==> src/rtl/riscv_branch_pkg.sv <==
// Shared definitions for the RV32I branch resolution unit: funct3 codes,
// FSM state encoding and small decode helpers.
package riscv_branch_pkg;

  localparam logic [2:0] F3_BEQ  = 3'b000;
  localparam logic [2:0] F3_BNE  = 3'b001;
  localparam logic [2:0] F3_BLT  = 3'b100;
  localparam logic [2:0] F3_BGE  = 3'b101;
  localparam logic [2:0] F3_BLTU = 3'b110;
  localparam logic [2:0] F3_BGEU = 3'b111;

  typedef enum logic [1:0] {
    BR_IDLE = 2'd0,
    BR_CMP  = 2'd1,
    BR_DONE = 2'd2
  } br_state_e;

  function automatic logic is_signed(input logic [2:0] f3);
    return f3[2:1] == 2'b10;
  endfunction

  function automatic logic is_illegal(input logic [2:0] f3);
    return f3[2:1] == 2'b01;
  endfunction

  // Final branch decision from the resolved equal / less-than flags.
  function automatic logic branch_taken(input logic [2:0] f3, input logic eq, input logic lt);
    logic t;
    t = 1'b0;
    case (f3)
      F3_BEQ:           t = eq;
      F3_BNE:           t = !eq;
      F3_BLT, F3_BLTU:  t = lt;
      F3_BGE, F3_BGEU:  t = !lt;
      default:          t = 1'b0;
    endcase
    return t;
  endfunction

endpackage

==> src/rtl/branch_slice_cmp.sv <==
// One-slice magnitude comparator; sign_flip turns an unsigned compare of the
// top slice into a two's-complement compare by inverting its MSB.
module branch_slice_cmp #(
  parameter int unsigned SLICE = 8
) (
  input  logic [SLICE-1:0] a,
  input  logic [SLICE-1:0] b,
  input  logic             sign_flip,
  output logic             eq,
  output logic             lt
);

  logic [SLICE-1:0] flip_mask;
  logic [SLICE-1:0] a_s;
  logic [SLICE-1:0] b_s;

  assign flip_mask = SLICE'(sign_flip) << (SLICE - 1);
  assign a_s       = a ^ flip_mask;
  assign b_s       = b ^ flip_mask;
  assign eq        = (a_s == b_s);
  assign lt        = (a_s < b_s);

endmodule

==> src/rtl/branch_resolve_unit.sv <==
// Multi-cycle B-type branch resolver: serial MSB-first slice compare with
// optional early exit, branch target adder and misalignment flag.
module branch_resolve_unit
  import riscv_branch_pkg::*;
#(
  parameter int unsigned XLEN       = 32,
  parameter int unsigned SLICE      = 8,
  parameter bit          EARLY_EXIT = 1'b1
) (
  input  logic            clk,
  input  logic            resetn,
  input  logic            flush,
  input  logic            in_valid,
  output logic            in_ready,
  input  logic [2:0]      funct3,
  input  logic [XLEN-1:0] op_a,
  input  logic [XLEN-1:0] op_b,
  input  logic [XLEN-1:0] pc,
  input  logic [XLEN-1:0] imm,
  output logic            out_valid,
  input  logic            out_ready,
  output logic            taken,
  output logic [XLEN-1:0] target,
  output logic            illegal,
  output logic            misaligned
);

  localparam int unsigned NSLICE = XLEN / SLICE;
  localparam int unsigned IDXW   = (NSLICE > 1) ? $clog2(NSLICE) : 1;

  br_state_e        state_q, state_d;
  logic [IDXW-1:0]  idx_q, idx_d;
  logic [XLEN-1:0]  a_q, a_d, b_q, b_d;
  logic [XLEN-1:0]  target_d;
  logic [2:0]       f3_q, f3_d;
  logic             found_q, found_d;
  logic             lt_q, lt_d;
  logic             taken_d, illegal_d, misaligned_d, out_valid_d;
  logic             s_eq, s_lt, sign_flip;
  logic             finish, fin_eq, fin_lt;

  assign in_ready  = resetn && (state_q == BR_IDLE) && !flush;
  // Operands shift left each CMP cycle, so the active slice is always the top one.
  assign sign_flip = is_signed(f3_q) && (idx_q == IDXW'(NSLICE - 1));

  branch_slice_cmp #(.SLICE(SLICE)) u_slice_cmp (
    .a         (a_q[XLEN-1 -: SLICE]),
    .b         (b_q[XLEN-1 -: SLICE]),
    .sign_flip (sign_flip),
    .eq        (s_eq),
    .lt        (s_lt)
  );

  // Next-state and datapath update.
  always_comb begin
    state_d       = state_q;
    idx_d         = idx_q;
    a_d           = a_q;
    b_d           = b_q;
    f3_d          = f3_q;
    found_d       = found_q;
    lt_d          = lt_q;
    target_d      = target;
    taken_d       = taken;
    illegal_d     = illegal;
    misaligned_d  = misaligned;
    out_valid_d   = out_valid;
    finish        = 1'b0;
    fin_eq        = 1'b0;
    fin_lt        = 1'b0;

    if (flush) begin
      state_d      = BR_IDLE;
      out_valid_d  = 1'b0;
      taken_d      = 1'b0;
      illegal_d    = 1'b0;
      misaligned_d = 1'b0;
    end else begin
      case (state_q)
        BR_IDLE: begin
          if (in_valid && in_ready) begin
            a_d          = op_a;
            b_d          = op_b;
            f3_d         = funct3;
            target_d     = pc + imm;
            idx_d        = IDXW'(NSLICE - 1);
            found_d      = 1'b0;
            lt_d         = 1'b0;
            taken_d      = 1'b0;
            misaligned_d = 1'b0;
            illegal_d    = is_illegal(funct3);
            if (is_illegal(funct3)) begin
              state_d     = BR_DONE;
              out_valid_d = 1'b1;
            end else begin
              state_d     = BR_CMP;
            end
          end
        end
        BR_CMP: begin
          a_d   = a_q << SLICE;
          b_d   = b_q << SLICE;
          idx_d = idx_q - IDXW'(1);
          if (EARLY_EXIT && !s_eq) begin
            finish = 1'b1;
            fin_eq = 1'b0;
            fin_lt = s_lt;
          end else begin
            // Full-scan mode keeps only the first (most significant) difference.
            if (!s_eq && !found_q) begin
              found_d = 1'b1;
              lt_d    = s_lt;
            end
            if (idx_q == '0) begin
              finish = 1'b1;
              fin_eq = !found_d;
              fin_lt = lt_d;
            end
          end
          if (finish) begin
            state_d      = BR_DONE;
            out_valid_d  = 1'b1;
            taken_d      = branch_taken(f3_q, fin_eq, fin_lt);
            misaligned_d = taken_d && (target[1:0] != 2'b00);
          end
        end
        BR_DONE: begin
          if (out_ready) begin
            state_d     = BR_IDLE;
            out_valid_d = 1'b0;
          end
        end
        default: state_d = BR_IDLE;
      endcase
    end
  end

  always_ff @(posedge clk or negedge resetn) begin
    if (!resetn) begin
      state_q    <= BR_IDLE;
      idx_q      <= '0;
      a_q        <= '0;
      b_q        <= '0;
      f3_q       <= '0;
      found_q    <= 1'b0;
      lt_q       <= 1'b0;
      target     <= '0;
      taken      <= 1'b0;
      illegal    <= 1'b0;
      misaligned <= 1'b0;
      out_valid  <= 1'b0;
    end else begin
      state_q    <= state_d;
      idx_q      <= idx_d;
      a_q        <= a_d;
      b_q        <= b_d;
      f3_q       <= f3_d;
      found_q    <= found_d;
      lt_q       <= lt_d;
      target     <= target_d;
      taken      <= taken_d;
      illegal    <= illegal_d;
      misaligned <= misaligned_d;
      out_valid  <= out_valid_d;
    end
  end

endmodule

==> config.mk <==
export PLATFORM = sky130hd
export DESIGN_NAME = branch_resolve_unit
export DESIGN_NICKNAME = d
export VERILOG_FILES = /design/src/rtl/riscv_branch_pkg.sv /design/src/rtl/branch_slice_cmp.sv /design/src/rtl/branch_resolve_unit.sv
export SDC_FILE = /design/constraint.sdc
export NUM_CORES = 1
export LEC_CHECK = 0
export ABC_CLOCK_PERIOD_IN_PS = 3400
export CAP_MARGIN = 0
export CORE_MARGIN = 5
export CORE_UTILIZATION = 46
export CTS_CLUSTER_DIAMETER = 200
export DETAILED_ROUTE_END_ITERATION = 10
export GPL_TIMING_DRIVEN = 1
export PLACE_DENSITY_LB_ADDON = 0.1
export SKIP_CTS_REPAIR_TIMING = 1
export SLEW_MARGIN = 5
export SYNTH_ARGS = -nofsm -noshare
export SYNTH_HDL_FRONTEND = slang
export SYNTH_HIERARCHICAL = 1
export SYNTH_SLANG_ARGS = --single-unit
==> constraint.sdc <==
create_clock -name clk -period 3.4 [get_ports clk]
set_clock_uncertainty 0.15 [all_clocks]
set_input_delay 0.51 -clock clk [delete_from_list [all_inputs] [get_ports clk]]
set_output_delay 0.51 -clock clk [all_outputs]
set_load 0.05 [all_outputs]
== After elaboration in Yosys (flattened, before gate mapping) ==
Cells that the tools add are included.

* Register bits: 109
* Output and inout bits: 37
* Word-level logic and storage cells: 118

* Add/subtract/negate cells: 2
* Order comparisons: 1
* Equality and inequality tests: 17
* Multiplexer cells: 53
* Bitwise gates (word level): 3
* Reduce and logical (&&, ||, !) cells: 30

{| class="wikitable"
|+ Operator list
! operator !! count
|-
| one-hot mux 32 bit (2 select lines) || 2
|-
| two-way mux 32 bit || 2
|-
| two-way mux 1 bit || 35
|-
| adder 32 bit || 1
|-
| XOR 8 bit || 2
|-
| == test 3 bit (second input constant) || 4
|-
| two-way mux 2 bit || 6
|-
| AND reduction 3 bit || 4
|-
| == test 8 bit || 1
|-
| less-than comparator 8 bit || 1
|-
| one-hot mux 1 bit (2 select lines) || 4
|-
| nonzero test 2 bit || 4
|-
| == test 2 bit (second input constant) || 3
|-
| logical AND 1 bit || 6
|-
| logical NOT 1 bit || 6
|-
| != test 3 x 2 -> 1 bit (second input constant) || 2
|-
| != test 3 bit (second input constant) || 2
|-
| one-hot mux 2 bit (3 select lines) || 1
|-
| AND reduction 5 bit || 1
|-
| == test 2 x 1 -> 1 bit (second input constant) || 2
|-
| logical NOT 2 bit || 2
|-
| one-hot mux 1 bit (4 select lines) || 1
|-
| one-hot mux 2 bit (2 select lines) || 1
|-
| AND reduction 4 bit || 1
|-
| 11 further kinds || 12
|}

== Depth between registers and ports, before layout ==
Gate-level depths: netlist (run 1).

* Depth in word-level cells: 24
* Mapped depth: 15

== Modules after synthesis ==
The synthesis (run 1) kept the hierarchy.

{| class="wikitable"
|+ By module, submodules not included
! module !! instances !! cells each !! area an instance (um^2) !! seq. area each (um^2)
|-
| branch_resolve_unit || 1 || 698 || 6,449.9 || 2,727.6
|-
| branch_slice_cmp || 1 || 29 || 219.0 || 0.0
|}

== Least setup slack after synthesis (run 1) ==
OpenSTA, ideal clock, no wires.

* Path kind: register -> register
* From: register idx_q[0]
* To: register out_valid
* Setup time: 136 ps
* Arrival time: 2,352 ps
* Required time: 3,114 ps
* Slack: 763 ps
* Cell stages (with the launch flop): 15
* Buffers on the path: 0
* Cell sequence: dfrtp_1 > ha_1 > nand2_1 > nor2_1 > xor2_1 > ha_1 > nand3_1 > nor3_1 > nand2_1 > nor2_1 > a21oi_1 > nor2_1 > a21o_1 > a2bb2oi_1 > o21ai_0

* Cells in the longest elaborated chain, start to end: 9

{| class="wikitable"
|+ Ends and longest elaborated chain
! item !! line !! text
|-
| start, declared || branch_resolve_unit.sv:32 || <nowiki>logic [IDXW-1:0] idx_q, idx_d;</nowiki>
|-
| start signal, assigned || branch_resolve_unit.sv:154 || <nowiki>idx_q <= idx_d;</nowiki>
|-
| == test 2 bit (*) || branch_resolve_unit.sv:44 || <nowiki>assign sign_flip = is_signed(f3_q) && (idx_q == IDXW'(NSLICE - 1));</nowiki>
|-
| logical AND 1 bit (*) || branch_resolve_unit.sv:44 ||
|-
| named net sign_flip || branch_resolve_unit.sv:39 || <nowiki>logic s_eq, s_lt, sign_flip;</nowiki>
|-
| XOR 8 bit (on tied branches) || branch_slice_cmp.sv:18, branch_slice_cmp.sv:19 ||
|-
| == test 8 bit (*) || branch_slice_cmp.sv:20 || <nowiki>assign eq = (a_s == b_s);</nowiki>
|-
| named net s_eq || branch_resolve_unit.sv:39 ||
|-
| two-way mux 1 bit (*) || branch_resolve_unit.sv:104 || <nowiki>if (EARLY_EXIT && !s_eq) begin</nowiki>
|-
| two-way mux 1 bit (*) || branch_resolve_unit.sv:79 || <nowiki>case (state_q)</nowiki>
|-
| two-way mux 1 bit (*) || branch_resolve_unit.sv:72 || <nowiki>if (flush) begin</nowiki>
|-
| != test 3 bit (no line) (*) || n/a ||
|-
| AND reduction 5 bit (no line) (*) || n/a ||
|-
| end signal, assigned || branch_resolve_unit.sv:164 || <nowiki>out_valid <= out_valid_d;</nowiki>
|-
| end, declared || branch_resolve_unit.sv:20 || <nowiki>output logic out_valid,</nowiki>
|}

The timed path passes the listed nets; every way through them passes the cells marked *. The select of a mux whose other input is x is not followed.
A chain may end at the register's enable or synchronous reset.

== Worst setup path in the final report (run 1) ==
Same ends and word-level chain as after synthesis.

==> reports/results.txt, run 1 <==
The run finished with clean final reports. From synthesis to final layout, the design area changed by 32.91%. The number of synthesized flops with an enable pin is 0, and the relative slew slack is 0.4453. After detailed routing, the number of vias per cell comes to 5.454. Row generation in the floorplan step produced 44 rows. The worst-case IR drop observed on VDD is 492.6 µV.

Number of antenna violations at the first check in global routing: 0. Entering global routing, the biggest net connects 117 pins. The proportion of layout cells with a drive suffix above 1 was 0.05418.

At the worst endpoint, the required time is 3.48 ns. At the pin with the least slew margin, the transition time is 0.8321 ns. sky130_fd_sc_hd__dfrtp_1 takes more of the synthesized area than any other cell.

The routed wire length was 17470 µm. With fillers left out, the area of the finished cells amounts to 8864 µm². Counting every instance in the synthesized netlist gives 727. The tools report the final layout net count as 1062. Max-cap violations in this run came to 0.

The run gives 109 as the sink count of the clock tree. The routed layout has 5836 vias. Yosys attributes the largest share of cell area to sky130_fd_sc_hd__dfrtp_1 41%, sky130_fd_sc_hd__ha_1 8.3%, sky130_fd_sc_hd__mux2i_1 7.5%.

The endpoint type of the worst setup path was a flip-flop. In the layout the commonest cells are 171 x sky130_fd_sc_hd__clkdlybuf4s50_1, 116 x sky130_fd_sc_hd__nand2_1, 109 x sky130_fd_sc_hd__dfrtp_1. CTS placed an instance of sky130_fd_sc_hd__clkbuf_16 at the clock tree root. At the end of routability-driven placement, the weighted congestion stood at 0.8361. The port buffer count was 172.

Setup repair after global routing left no endpoint under its margin. The die covers 17010 µm². TritonCTS built the clock tree. Before antenna repair, the detailed router went through 4 iterations. The main flop type after synthesis is sky130_fd_sc_hd__dfrtp_1.

The tools report the total count of hold-check failures in the final report as 0. The setup path with the least slack is of type flip-flop to flip-flop. The clock latency at the later pin of the worst-skew pair was 0.35 ns; the post-place instance area was 8556 µm². The H-tree generated during clock tree synthesis spans 3 levels.

Setup violation total in the final timing report: 0. Warning count from the yosys run: 6. The tools report the smallest setup slack after layout as 0.3456 ns.

For the number of different library cells in the post-synthesis netlist, the log shows 65. The net count after synthesis came out at 908. The starting utilization of the core area is 0.4641, and the final period demand of the worst path is 3.054 ns. The run gives 14370 µm² as the floorplan core area. The cell area that synthesis handed to floorplanning was 6669 µm². The via count of the first global-routing pass came out at 5920. The worst setup slack before clock tree synthesis was 0.09404 ns. The commonest non-fill, non-tap cell in the layout is sky130_fd_sc_hd__clkdlybuf4s50_1. The share of Yosys cell area claimed by the top area cell type was 0.4090; the signal arrival time at the worst endpoint was 3.14 ns.

The share of the clock period used by the worst path after layout was 0.8984; the utilization of the core after routing was 0.6169. The run gives 9 as the number of buffers created by CTS. The logs give 0.2084 for the combined global-route utilization of all metal layers and 0.1223 ns for the worst hold slack.

In this run the horizontal extent of the chip is 130.4 µm. In this run, synthesis produced a sequential element count of 109. The tools report the antenna diode count as 0. The logs give 0 for the number of pins with negative max-slew slack in the final report and 0 ns for the accumulated negative setup slack.

The type of the tightest min-delay check is primary input to asynchronous set/reset pin. Total leakage power: 0.003889 µW. The maximum fanout count along the critical path is 8, and the mean routed wirelength per cell is 16.33 µm. The fraction of registers with async set or reset after synthesis came out at 1.000.

The first-pass GRT wire length was 28660 µm. A synthesized cell averages 9.173 µm². Remaining global-route overflow: 0.

Sequential share of the synthesized area: 0.4090. The post-detailed-route DRC marker count is 0. After clock tree synthesis, the clock-pin slew on the worst setup and hold paths is 0.07 ns. Timing would allow up to 327.4 MHz. In this run the vertical extent of the chip is 130.4 µm. For the top-level port count, the log shows 173.

The number of buffers on the longest clock path was 2; the DRC violation total after the first TritonRoute iteration was 331. The detailed placer's ending HPWL is 13330 µm. The type of element launching the critical path was a flip-flop. Once detail routing completed, the nets flagged for antenna violations numbered 0. Power spread over the standard cell area amounts to 732.1 nW/µm².
layout make-up:
| class | count | area [µm²] |
|---|---|---|
| Fill cell | 1238 | 5505 |
| Multi-Input combinational cell | 553 | 3674 |
| Sequential cell | 109 | 2728 |
| Timing Repair Buffer | 184 | 1834 |
| Clock buffer | 11 | 242.7 |
| Tap cell | 184 | 230.2 |
| Inverter | 24 | 90.09 |
| Clock inverter | 5 | 65.06 |
critical path: stages, from the launching register on:
cell                        delay [ns]
sky130_fd_sc_hd__dfrtp_1          0.38
sky130_fd_sc_hd__ha_1             0.15
sky130_fd_sc_hd__nand2_1          0.04
sky130_fd_sc_hd__nor2_1           0.20
sky130_fd_sc_hd__xnor2_1          0.11
sky130_fd_sc_hd__ha_1             0.32
sky130_fd_sc_hd__nand3_1          0.10
sky130_fd_sc_hd__nor3_1           0.42
sky130_fd_sc_hd__nand2_1          0.10
sky130_fd_sc_hd__nor2_1           0.11
sky130_fd_sc_hd__a21oi_1          0.05
sky130_fd_sc_hd__nor2_1           0.38
sky130_fd_sc_hd__a21o_1           0.16
sky130_fd_sc_hd__a2bb2oi_1        0.17
sky130_fd_sc_hd__o21ai_0          0.09
layer usage:
metal	up-vias	part of all wire	track usage
met5	-	0	0
met4	0	0.013	0.05324
met3	17	0.060	0.04350
met2	165	0.47	0.3449
met1	2745	0.46	0.2812
li1	2909	-	-
synth_stat cells (all sizes together) (2+ instances only):
library cell,instances
o21a,3
clkbuf,25
nor3,10
o21ai,85
nor2b,9
xor2,13
a22o,17
mux2i,50
nand4,14
ha,44
o211ai,2
or3,2
o2111ai,3
a211oi,6
a21boi,3
a21oi,45
xnor2,12
a31o,2
a21o,14
nor2,34
nand2,117
and2,2
dfrtp,109
o31ai,6
o21bai,2
inv,24
or2,4
or4,6
nand3,17
o221ai,3
o41ai,2
a31oi,6
a221oi,2
buf,16
a22oi,2
per-stage QoR:
step	cells	total power (µW)
floorplan	727	4367
finish	1070	6489
global route	1070	6947
detailed placement	1054	5431
CTS	1070	6549
global placement	1054	5329
worst paths after layout:
kind	to	from	cells past startpoint	slack (ns)
min in group clk	target[5]	target[5]	2	0.32
hold / removal	misaligned	resetn	2	0.12
setup / recovery	out_valid	idx_q[0]	14	0.35
max in group asynchronous	b_q[21]	resetn	3	1.73
hold reg to reg	target[5]	target[5]	2	0.32
setup reg to reg	out_valid	idx_q[0]	14	0.35
registers in the layout, summed over array words and instances, names as in the netlist:
signal / cells
idx_q: 2
misaligned: 1
lt_q: 1
illegal: 1
state_q: 2
out_valid: 1
target: 32
found_q: 1
f3_q: 3
a_q: 32
b_q: 32
taken: 1
power breakdown:
part | total, µW | internal [µW] | switching, µW | leakage [µW]
Sequential | 2220 | 1860 | 352 | 0.00137
Clock | 1100 | 602 | 495 | 0.000151
Combinational | 3180 | 1290 | 1890 | 0.00237
Total | 6490 | 3760 | 2730 | 0.00389
kinds of logic (layout without fill, tap and decap cells):
group	count (synthesis)	count (layout)	share of synthesized area
and+or+nand+nor	219	219	0.1467
AOI/OAI and AO/OA	213	213	0.2056
muxes	51	51	0.07674
DFF	109	109	0.4090
buffers and inverters	65	224	0.04353
adders and majority gates	45	45	0.08555
xor gates and xnor gates	25	25	0.03283
Power figures use the tool's default switching activity.
==> run 2: changes to the inputs <==
--- a/config.mk
+++ b/config.mk
@@ -13,8 +13,7 @@
 export DETAILED_ROUTE_END_ITERATION = 10
 export GPL_TIMING_DRIVEN = 1
 export PLACE_DENSITY_LB_ADDON = 0.1
-export SKIP_CTS_REPAIR_TIMING = 1
-export SLEW_MARGIN = 5
+export SLEW_MARGIN = 40
 export SYNTH_ARGS = -nofsm -noshare
 export SYNTH_HDL_FRONTEND = slang
 export SYNTH_HIERARCHICAL = 1
==> run 2 against run 1 <==
First-iteration DRC count decreased by 1.2%. Maximum frequency is 1.2% higher. Worst hold slack better by 0.0028 ns. Die area unchanged. Total power about the same. Clock-buffer cell count is the same. Highest routed layer unchanged.
==> reports/results.txt, run 2 (synthesized netlist as in run 1, its figures left out) <==
The type of the tightest min-delay check is primary input to asynchronous set/reset pin (unchanged). For the antenna diode count, the log shows 0 (unchanged). Biggest registers after layout: a_q: 32 flops, b_q: 32 flops, target: 32 flops (unchanged). For the final non-filler cell area, the log shows 8867 µm² (was 8864 µm²).

The remaining global-route overflow is 0 (unchanged). The proportion of layout cells with a drive suffix above 1 is 0.05418 (unchanged). The tools report the starting utilization of the core area as 0.4641 (unchanged).

The critical-path cell with the highest stage delay is sky130_fd_sc_hd__dfrtp_1 (was sky130_fd_sc_hd__nor3_1). For the floorplan core area, the log shows 14370 µm² (unchanged). The cell occurring most often along the worst timing path is sky130_fd_sc_hd__nor2_1 (unchanged). The source of the worst register-to-register timing path was idx_q[0] (unchanged). The run finished with clean final reports.

The run gives 117 (unchanged) as the pin count of the biggest net entering global routing. The clock tree root driver cell is sky130_fd_sc_hd__clkbuf_16 (unchanged). TritonCTS built the clock tree. The run gives 5860 (was 5836) as the total via count after detailed routing. Accumulated negative setup slack: 0 ns (unchanged). The power density normalized to cell area was 731.7 nW/µm² (was 732.1 nW/µm²); the signal arrival time at the worst endpoint was 3.10 ns (was 3.14 ns). Post-detailed-route DRC marker count: 0 (unchanged). The worst path required time is 3.48 ns (about the same), and the total die area is 17010 µm² (unchanged).

The post-place instance area was 8556 µm² (unchanged). Sequential share of power: 0.341 (about the same). The achievable clock frequency came out at 331.4 MHz (was 327.4 MHz). The maximum fanout count along the critical path came out at 8 (unchanged). Final layout net count: 1062 (unchanged).

Number of buffers created by CTS: 9 (unchanged). The top-level port count is 173 (unchanged). The tools report the clock latency at the later pin of the worst-skew pair as 0.35 ns (about the same).

The port buffer count is 172 (unchanged), and the number of filler instances in the final layout is 1238 (unchanged). The commonest non-fill, non-tap cell in the layout is sky130_fd_sc_hd__clkdlybuf4s50_1 (unchanged). The slew at the pin with the worst max-slew slack was 0.6130 ns (was 0.8321 ns); the number of placed instances, taps included was 1054 (unchanged).

The number of hold buffers added after CTS was 0. The run gives 109 (unchanged) as the sink count of the clock tree. The endpoint type of the worst setup path was a flip-flop (unchanged). The logs give 0.5913 (was 0.4453) for the relative slew slack and 0 (unchanged) for the number of max-cap violations. The mean routed wirelength per cell is 16.30 µm (was 16.33 µm), and the number of buffers and inverters on the critical path is 0 (unchanged). The overall die height was 130.4 µm (unchanged); the number of antenna violations at the first check in global routing was 0 (unchanged).

The total leakage power was 0.003891 µW (was 0.003889 µW); the worst vdd rail ir drop was 492.3 µV (was 492.6 µV). Cell chain of the critical path: ha_1 > nand2_1 > nor2_1 > xor2_1 > ha_1 > nand3_1 > nor3_1 > nand2_1 > nor2_1 > a21oi_1 > nor2_1 > a21o_1 > a2bb2oi_1 > o21ai_0 (was ha_1 > nand2_1 > nor2_1 > xnor2_1 > ha_1 > nand3_1 > nor3_1 > nand2_1 > nor2_1 > a21oi_1 > nor2_1 > a21o_1 > a2bb2oi_1 > o21ai_0). For the total chip power, the log shows 6488 µW (was 6489 µW). The routed wire length was 17440 µm (was 17470 µm). The destination of the worst register-to-register timing path was out_valid (unchanged). The depth of the worst register-to-register path came out at 14 (unchanged). The run gives 0 (unchanged) as the total count of hold-check failures in the final report. For the via count of the first global-routing pass, the log shows 5920 (unchanged). The final period demand of the worst path is 3.017 ns (was 3.054 ns). The final weighted congestion in routability-driven placement is 0.8361 (unchanged). Setup repair after global routing left no endpoint under its margin. The share of the clock period used by the worst path after layout works out to 0.8874 (was 0.8984). The maximum single-stage delay on the critical path was 0.40 ns (was 0.42 ns). Top library cells by usage in the layout, fill and taps aside: 171 x sky130_fd_sc_hd__clkdlybuf4s50_1, 116 x sky130_fd_sc_hd__nand2_1, 109 x sky130_fd_sc_hd__dfrtp_1 (unchanged). The width of the die came out at 130.4 µm (unchanged).

The number of pins with negative max-slew slack in the final report was 0 (unchanged). The switching part of the total came out at 0.4210 (about the same). The filler-free cell count of the finished design was 1070 (unchanged). The detailed placer's ending HPWL is 13330 µm (unchanged), and the reported net switching power is 2731 µW (was 2732 µW). The relative area change from synthesis to final layout was 32.96% (was 32.91%). The cell-internal power was 3757 µW (about the same); the clock group share of total power was 0.169 (about the same).

The vias per cell is 5.477 (was 5.454), and the setup violation total in the final timing report is 0 (unchanged). The kind of cell adding the most delay to the critical path is simple AND/OR/NAND/NOR gates (unchanged). The number of optimization iterations in the first detailed-route pass was 7 (was 4).

The clock-pin slew on the worst setup and hold paths was 0.07 ns (about the same); the proportion of power drawn by combinational gates was 0.490 (about the same). The type of element launching the critical path was a flip-flop (unchanged). The run gives 0.2084 (unchanged) as the combined global-route utilization of all metal layers. The first-pass GRT wire length is 28660 µm (unchanged), and the residual antenna-violating net count after detailed routing is 0 (unchanged). The run gives 44 (unchanged) as the number of rows in the core area. The total number of H-tree levels is 3 (unchanged). The logs give 0.38 ns (was 0.35 ns) for the worst setup slack for register-to-register paths and 0 for the post-cts resize count.

Once the clock tree was built, the setup fixing pass inserted 0 buffers. The DRC violation total after the first TritonRoute iteration came out at 327 (was 331). The startpoint-to-endpoint class of the critical path was flip-flop to flip-flop (unchanged). The number of buffers on the longest clock path came out at 2 (unchanged).
run 2: layer usage:
metal  wire length, µm  track usage
met4               219      0.05324
met5                 0            0
met2              8241       0.3449
met1              7946       0.2812
met3              1033      0.04350
run 2: cell type report:
type                    count  area [µm²]  area share
well taps                 184       230.2     0.02596
inverters                  24       90.09     0.01016
multi-input cells         553        3674      0.4143
repair buffers            184        1838      0.2073
clock inverters             5       65.06    0.007337
flip-flops and latches    109        2728      0.3076
clock buffers              11       242.7     0.02737
run 2: power by group through the flow:
stage	clock, µW	combinational [µW]	sequential, µW
after detailed placement	0	3190	2250
after global routing	1180	3470	2300
final	1100	3180	2210
after CTS	1120	3200	2220
after global placement	0	3110	2220
after floorplan	0	1540	2820
run 2: metrics by stage:
stage | hold WS [ns] | worst slack, ns | utilization
after floorplan | 0.06441 | 0.7625 | -
after global placement | 0.3099 | 0.1384 | 0.5954
after detailed placement | 0.3131 | 0.09404 | 0.5954
after CTS | 0.1447 | 0.3713 | 0.6169
after global routing | 0.1676 | 0.1345 | 0.6171
final | 0.1251 | 0.3828 | 0.6171
run 2: how the worst max path moves through the flow:
stage               startpoint    endpoint  depth (start not counted)
floorplan             idx_q[0]   out_valid                         14
global placement         pc[0]  target[28]                         10
global route          idx_q[0]  state_q[0]                         14
finish                idx_q[0]   out_valid                         14
detailed placement       pc[0]  target[28]                         10
CTS                   idx_q[0]   out_valid                         14
